===== src/rtl/vec_req_arbiter.sv =====
// N-way valid/ready request arbiter with fixed-priority or round-robin selection,
// burst locking on multi-beat requests and a one-entry registered memory-side output.
module vec_req_arbiter #(
  parameter int N_REQ    = 4,
  parameter int DATA_W   = 8,
  parameter int RR_MODE  = 0,
  parameter int CHOSEN_W = (N_REQ > 1) ? $clog2(N_REQ) : 1
) (
  input  logic                      clk,
  input  logic                      reset,
  input  logic [N_REQ-1:0]          io_req_valid,
  input  logic [N_REQ-1:0]          io_req_last,
  input  logic [N_REQ*DATA_W-1:0]   io_req_bits,
  output logic [N_REQ-1:0]          io_req_ready,
  output logic                      io_mem_valid,
  input  logic                      io_mem_ready,
  output logic [DATA_W-1:0]         io_mem_bits,
  output logic                      io_mem_last,
  output logic [CHOSEN_W-1:0]       io_mem_chosen
);

  logic                valid_q, valid_d;
  logic [DATA_W-1:0]   bits_q, bits_d;
  logic                last_q, last_d;
  logic [CHOSEN_W-1:0] chosen_q, chosen_d;
  logic [CHOSEN_W-1:0] ptr_q, ptr_d;
  logic                locked_q, locked_d;
  logic [CHOSEN_W-1:0] lock_idx_q, lock_idx_d;

  logic                grant_valid;
  logic [CHOSEN_W-1:0] grant_idx;
  logic                can_accept;
  logic                accept;
  logic [DATA_W-1:0]   sel_bits;
  logic                sel_last;
  int                  cand;

  // NOTE: every signal written in always_comb gets a default first so no latch is inferred.
  always_comb begin
    grant_valid = 1'b0;
    grant_idx   = '0;
    cand        = 0;
    if (locked_q) begin
      // A locked burst owns the channel even through bubbles on its own valid.
      grant_idx   = lock_idx_q;
      grant_valid = io_req_valid[lock_idx_q];
    end else if (RR_MODE != 0) begin
      // Descending scan so the candidate closest to ptr is assigned last and wins.
      for (int k = N_REQ - 1; k >= 0; k--) begin
        cand = (int'(ptr_q) + k) % N_REQ;
        if (io_req_valid[cand]) begin
          grant_valid = 1'b1;
          grant_idx   = CHOSEN_W'(cand);
        end
      end
    end else begin
      for (int i = 0; i < N_REQ; i++) begin
        if (io_req_valid[i]) begin
          grant_valid = 1'b1;
          grant_idx   = CHOSEN_W'(i);
        end
      end
    end
  end

  assign can_accept = !valid_q || io_mem_ready;
  assign accept     = !reset && can_accept && grant_valid;
  assign sel_bits   = io_req_bits[grant_idx*DATA_W +: DATA_W];
  assign sel_last   = io_req_last[grant_idx];

  always_comb begin
    io_req_ready = '0;
    if (accept) io_req_ready[grant_idx] = 1'b1;
  end

  always_comb begin
    valid_d    = valid_q;
    bits_d     = bits_q;
    last_d     = last_q;
    chosen_d   = chosen_q;
    ptr_d      = ptr_q;
    locked_d   = locked_q;
    lock_idx_d = lock_idx_q;
    if (accept) begin
      valid_d  = 1'b1;
      bits_d   = sel_bits;
      last_d   = sel_last;
      chosen_d = grant_idx;
      locked_d = !sel_last;
      if (!sel_last) lock_idx_d = grant_idx;
      if (sel_last)
        ptr_d = (grant_idx == CHOSEN_W'(N_REQ - 1)) ? '0 : grant_idx + 1'b1;
    end else if (valid_q && io_mem_ready) begin
      valid_d = 1'b0;
    end
  end

  // NOTE: state registers use non-blocking assignments so every flop samples pre-edge values.
  always_ff @(posedge clk) begin
    if (reset) begin
      valid_q    <= 1'b0;
      bits_q     <= '0;
      last_q     <= 1'b0;
      chosen_q   <= '0;
      ptr_q      <= '0;
      locked_q   <= 1'b0;
      lock_idx_q <= '0;
    end else begin
      valid_q    <= valid_d;
      bits_q     <= bits_d;
      last_q     <= last_d;
      chosen_q   <= chosen_d;
      ptr_q      <= ptr_d;
      locked_q   <= locked_d;
      lock_idx_q <= lock_idx_d;
    end
  end

  assign io_mem_valid  = valid_q;
  assign io_mem_bits   = bits_q;
  assign io_mem_last   = last_q;
  assign io_mem_chosen = chosen_q;

endmodule


===== config.mk =====
export PLATFORM = sky130hd
export DESIGN_NAME = vec_req_arbiter
export DESIGN_NICKNAME = d
export VERILOG_FILES = /design/src/rtl/vec_req_arbiter.sv
export SDC_FILE = /design/constraint.sdc
export NUM_CORES = 1
export LEC_CHECK = 0
export CAP_MARGIN = 10
export CORE_ASPECT_RATIO = 0.6
export CORE_MARGIN = 2
export CORE_UTILIZATION = 39
export CTS_CLUSTER_DIAMETER = 150
export DETAILED_ROUTE_END_ITERATION = 8
export PLACE_DENSITY = 0.84
export SYNTH_ARGS = -nofsm -noshare
export SYNTH_HDL_FRONTEND = slang
export SYNTH_SLANG_ARGS = --single-unit

===== constraint.sdc =====
create_clock -name clk -period 3.6 [get_ports clk]
set_input_delay 0.72 -clock clk [delete_from_list [all_inputs] [get_ports clk]]
set_output_delay 0.72 -clock clk [all_outputs]
set_load 0.02 [all_outputs]

Word-level counts from Yosys, hierarchy flattened
Cells that the tools add are included.
{"block": "classes", "n_reduce_logical": 10, "multipliers": 0, "eq_ne": 0, "n_shift": 1, "div_mod_pow": 0, "bitwise_logic": 1, "mux": 18, "n_addsub": 0, "magnitude_cmp": 3}
{"cell": "variable part select 32 x 6 -> 8 bit", "count": 1}
{"cell": "2-to-1 mux 1 bit", "count": 11}
{"cell": "< comparator 2 x 3 -> 1 bit, second input constant", "count": 2}
{"cell": "2-to-1 mux 2 bit", "count": 3}
{"cell": "binary-select mux 1 bit (select 2 bit)", "count": 2}
{"cell": "logical AND 1 bit", "count": 4}
{"cell": "2-to-1 mux 4 bit", "count": 1}
{"cell": "logical NOT 1 bit", "count": 3}
{"cell": "demux 1 bit (select 2 bit)", "count": 1}
{"cell": "greater-or-equal comparator 2 x 1 -> 1 bit, second input constant", "count": 1}
{"cell": "AND reduction 2 bit", "count": 1}
{"cell": "nonzero test 2 bit", "count": 1}
{"cell": "logical OR 1 bit", "count": 1}
{"cell": "NOT 1 bit", "count": 1}
{"block": "word_totals", "mem_bits_rw": 0, "romBits": 0, "memories": 0, "ff_bits": 15, "word_cells": 39, "inputBits": 43, "latch_bits": 0}

Logic depth before layout (Yosys ltp)
Gate-level depths: netlist of run 1.
{"block": "depth", "word_depth": 9, "depth_mapped": 6, "ltp_nobuf": 5}

Least setup slack after synthesis of run 1
OpenSTA, ideal clock, no wires.
{"block": "synth_path", "kind": "input -> output", "from": "input port io_req_valid[2]", "to": "output port io_req_ready[0]", "required_time_ps": 2880, "slack_ps": 887, "cell_stages": 5, "path_buffers": 1, "arrival_ps": 1993, "path_cell_list": "mux4_2 -> nor2b_2 -> a2111o_1 -> buf_4 -> nor3_1"}
{"block": "synth_via", "elab_chain_len": 8}
{"element": "start: declaration", "line": "11", "text": "input logic [N_REQ-1:0] io_req_valid,"}
{"element": "2-to-1 mux 2 bit (2 in series)", "line": "58", "text": "if (io_req_valid[i]) begin"}
{"element": "2-to-1 mux 2 bit", "line": "43", "text": "if (locked_q) begin"}
{"element": "< comparator 2 x 3 -> 1 bit (implied by the code) or greater-or-equal comparator 2 x 1 -> 1 bit (tied branches)", "line": "73", "text": "if (accept) io_req_ready[grant_idx] = 1'b1;"}
{"element": "logical AND 1 bit (implied by the code)", "line": "73"}
{"element": "2-to-1 mux 1 bit (implied by the code)", "line": "73"}
{"element": "demux 1 bit (select 2 bit)", "line": "73"}
{"element": "2-to-1 mux 4 bit *", "line": "73"}
{"element": "end: declaration", "line": "14", "text": "output logic [N_REQ-1:0] io_req_ready,"}
Every way passes the cells marked *; elsewhere a longest branch is shown, timed or not. The select of a mux whose other input is x is not followed.

Final worst setup path of run 1
{"block": "layout_path", "from": "input port io_req_valid[1]", "to": "output port io_req_ready[2]"}
{"block": "layout_via", "elab_chain_len": 9}
{"element": "2-to-1 mux 1 bit", "line": "58"}
{"element": "2-to-1 mux 2 bit (2 in series)", "line": "58"}
{"element": "2-to-1 mux 2 bit", "line": "43"}
{"element": "< comparator 2 x 3 -> 1 bit (implied by the code) or greater-or-equal comparator 2 x 1 -> 1 bit (tied branches)", "line": "73"}
{"element": "logical AND 1 bit (implied by the code)", "line": "73"}
{"element": "2-to-1 mux 1 bit (implied by the code)", "line": "73"}
{"element": "demux 1 bit (select 2 bit)", "line": "73"}
{"element": "2-to-1 mux 4 bit *", "line": "73"}
Marked as above.

==> summary.md, run 1 <==
| Metric | Value |
|---|---|
| Via count | 950 |
| Largest net degree at the start of global routing | 12 |
| Critical Path AT | between 2 and 3 ns |
| CTS Sinks | 15 |
| Via-to-Cell Ratio | between 5 and 6 |
| Yosys Warn Count | 0 |
| Sequential-to-total area share from yosys stat | between 30% and 40% |
| CP max stage cell | clkdlybuf4s50_1 |
| Internal power | around 0.44 mW |
| Area of the die | between 2000 and 3000 um2 |
| Cells after Synth | 90 |
| Critical Path Start Type | input port |
| Pre-Repair DR Iteration Count | 4 |
| Post-CTS Setup Bufs | 0 |
| RSZ-0062 raised after global routing | false |
| Multi-input logic area | roughly 600 um2 |
| Hold Slack | 0.478 ns |
| Worst path cell trace | clkdlybuf4s50_1, mux4_2, nor2b_2, a2111oi_4, nand2_1, nor2_1, clkdlybuf4s50_1 |
| MaxCap Viol Count | 0 |
| Final core occ | about three quarters |
| Slew headroom | roughly 71% |
| Slowest stage delay, CP | about 0.62 ns |
| Top FF cell, synth | dfxtp_1 |
| Clock power frac | a little over a fifth |
| Mapped Avg Cell Area | between 10 and 15 um2 |
| Wire length of the first global-routing pass | 4760 um |
| TNS Setup | 0 ns |
| WL/cell | ~15 um |
| Initial Util | between 40 and 50% |
| Net Sw Frac | about a third |
| Path type of the worst setup path | input port to output pin |
| Fill cell count | between 100 and 150 |
| Final Cycle Share | between 90% and 100% |
| Total GRT Usage | a little under a quarter |
| Total CTS buffers | 3 |
| CTS tree | yes |
| Worst slew pin tran | 0.428 ns |
| Vias in the first global route | between 900 and 1000 |
| Netlist cell types | 32 |
| Post-DRT Antenna Nets | 0 |
| Peak VDD IR | roughly 0.26 mV |
| DP Wirelength | ~2400 um |
| Slew Viols, Final | 0 |
| Seq pwr share | around 33% |
| Switch Pwr | about 0.2 mW |
| Element type at the critical path end | output pin |
| Final setup violation count | 0 |
| Placeable Area | between 2000 and 2500 um2 |
| Fmax | ~0.29 GHz |
| Area Overhead vs Synth | 74.3% |
| FFs w/ async S/R, synth | 0% |
| Initial DRC Count | 42 |
| Initial antenna violation count | 0 |
| Congestion Overflow GR | 0 |
| Syn_nets | about 130 |
| Final wirelength | about 2900 um |
| Top delay family on crit path | buffers and inverters |
| Reg clk slew, reported paths | 0.06 ns |
| IO Count | 59 |
| # port buffers | just under 60 |
| Most common cell on crit path | clkdlybuf4s50_1 |
| H-tree lvl count | 1 |
| Status | complete, no violations |
| Post-synthesis register bit count | 15 |
| Post-layout nets | between 200 and 250 |
| Data required, critical path | between 2 and 3 ns |
| Root Buffer | clkbuf_8 |
| Worst Path Max Fanout | 4 |
| PD cells | between 300 and 400 nW/um2 |
| Die height | around 42 um |
| FF+latch area | between 300 and 400 um2 |
| Final hold violation count | 0 |
| Final min period | around 3.5 ns |
| Worst Skew | about 0.0011 ns |
| Leak pwr | 0.689 nW |
| CTS hold repair buffers | 0 |
| Clock Path Buffers | 2 |
| FP Rows | 13 |
| Layout cells sized above 1 | a little under a fifth |
| Residual DRC count | 0 |
| Synthesized cell area | around 950 um2 |
| WP buf/inv | 2 |
| Logic pwr share | roughly 46% |
| Routability Congestion | roughly 0.76 |
| Hold crit path type | flip-flop to flip-flop |
| N_diodes | 0 |
| Post-synth EDFFs | 0 |
| Clk_lat worst skew | roughly 0.25 ns |
| Die W | roughly 68 um |
[layout by cell type (no fill, tap or decap), drive strengths merged, types with 6 or more instances in the layout]
cell type,Yosys,routed
mux4,9,9
dfxtp,15,15
clkdlybuf4s50,0,56
nor2,9,9
buf,4,10
nand3b,6,6
nand2,15,15
[tightest hold or removal path: cells and delay by family (launching register included)]
family        cells  cell delay, ns
simple gates      2            0.12
flops             1            0.31
[path summary, 6_finish.rpt]
check,cells after the start,startpoint,end,slack [ns]
min,2,io_mem_bits[2],io_mem_bits[2],0.48
max,7,io_req_valid[1],io_req_ready[2],0.14
min reg2reg,2,io_mem_bits[2],io_mem_bits[2],0.48
max reg2reg,6,lock_idx_q[1],lock_idx_q[0],1.73
[sequential cells by signal, summed over array words and instances, names as in the netlist]
| name | flops |
|---|---|
| lock_idx_q | 2 |
| io_mem_bits | 8 |
| io_mem_last | 1 |
| io_mem_valid | 1 |
| io_mem_chosen | 2 |
| locked_q | 1 |
[synth_stat cells (2+ instances only)]
cell type	count	share of area (%)
a21oi_1	3	1.6
buf_6	2	2.4
dfxtp_1	15	32
mux2i_1	4	4.2
mux4_1	2	5.5
mux4_2	7	17
nand2_1	15	5.9
nand2b_1	2	1.3
nand3b_1	6	4.7
nor2_1	8	3.2
nor2b_1	3	2.0
nor3_1	2	1.1
o21ai_0	2	1.1
[routing by layer]
metal	vias to the layer above	GRT usage [%]	part of all wire, %
li1	464	-	-
met1	457	26.7	40
met2	27	41.0	55
met3	2	5.65	4.2
met4	0	4.90	0.87
met5	-	0	0
[per-stage QoR]
| stage | power (mW) | instance area, um2 | std cells | setup slack [ns] |
|---|---|---|---|---|
| floorplan | 0.382 | 948 | 90 | 0.887 |
| global placement | 0.508 | 1600 | 183 | 0.132 |
| detailed placement | 0.517 | 1600 | 183 | 0.0883 |
| CTS | 0.654 | 1650 | 187 | 0.0854 |
| global route | 0.688 | 1650 | 187 | 0.0392 |
| finish | 0.650 | 1650 | 187 | 0.138 |
[power by group through the flow]
| stage | clock network [mW] | logic (mW) | registers, mW |
|---|---|---|---|
| after floorplan | 0 | 0.139 | 0.242 |
| after global placement | 0 | 0.292 | 0.216 |
| after detailed placement | 0 | 0.298 | 0.219 |
| after CTS | 0.139 | 0.300 | 0.216 |
| after global routing | 0.149 | 0.320 | 0.219 |
| final | 0.137 | 0.298 | 0.216 |
[cells by family after synthesis]
logic type	share of synthesized area (%)
compound gates	11.7
buf+inv	4.48
flops	31.7
mux	28.0
simple gates	24.1
[cell type report]
| type | instances | area share [%] |
|---|---|---|
| Clock buffer | 4 | 2.73 |
| Inverter | 1 | 0.227 |
| Multi-Input combinational cell | 69 | 36.6 |
| Sequential cell | 15 | 18.2 |
| Tap cell | 30 | 2.27 |
| Timing Repair Buffer | 68 | 40.0 |
[repair_timing]
action / 4_1_cts / 5_1_grt
endpoints found under the hold margin: 0 / 0
resized for setup: 0 / 2
endpoints found under the setup margin: 0 / 2
No activity file was read; power rests on OpenSTA's default activity.
==> run 2, diff against run 1 <==
CAP_MARGIN = not set   (was 10)
==> results of run 2 <==
Same layout as run 1: the final DEF is identical, and so are final timing and power.
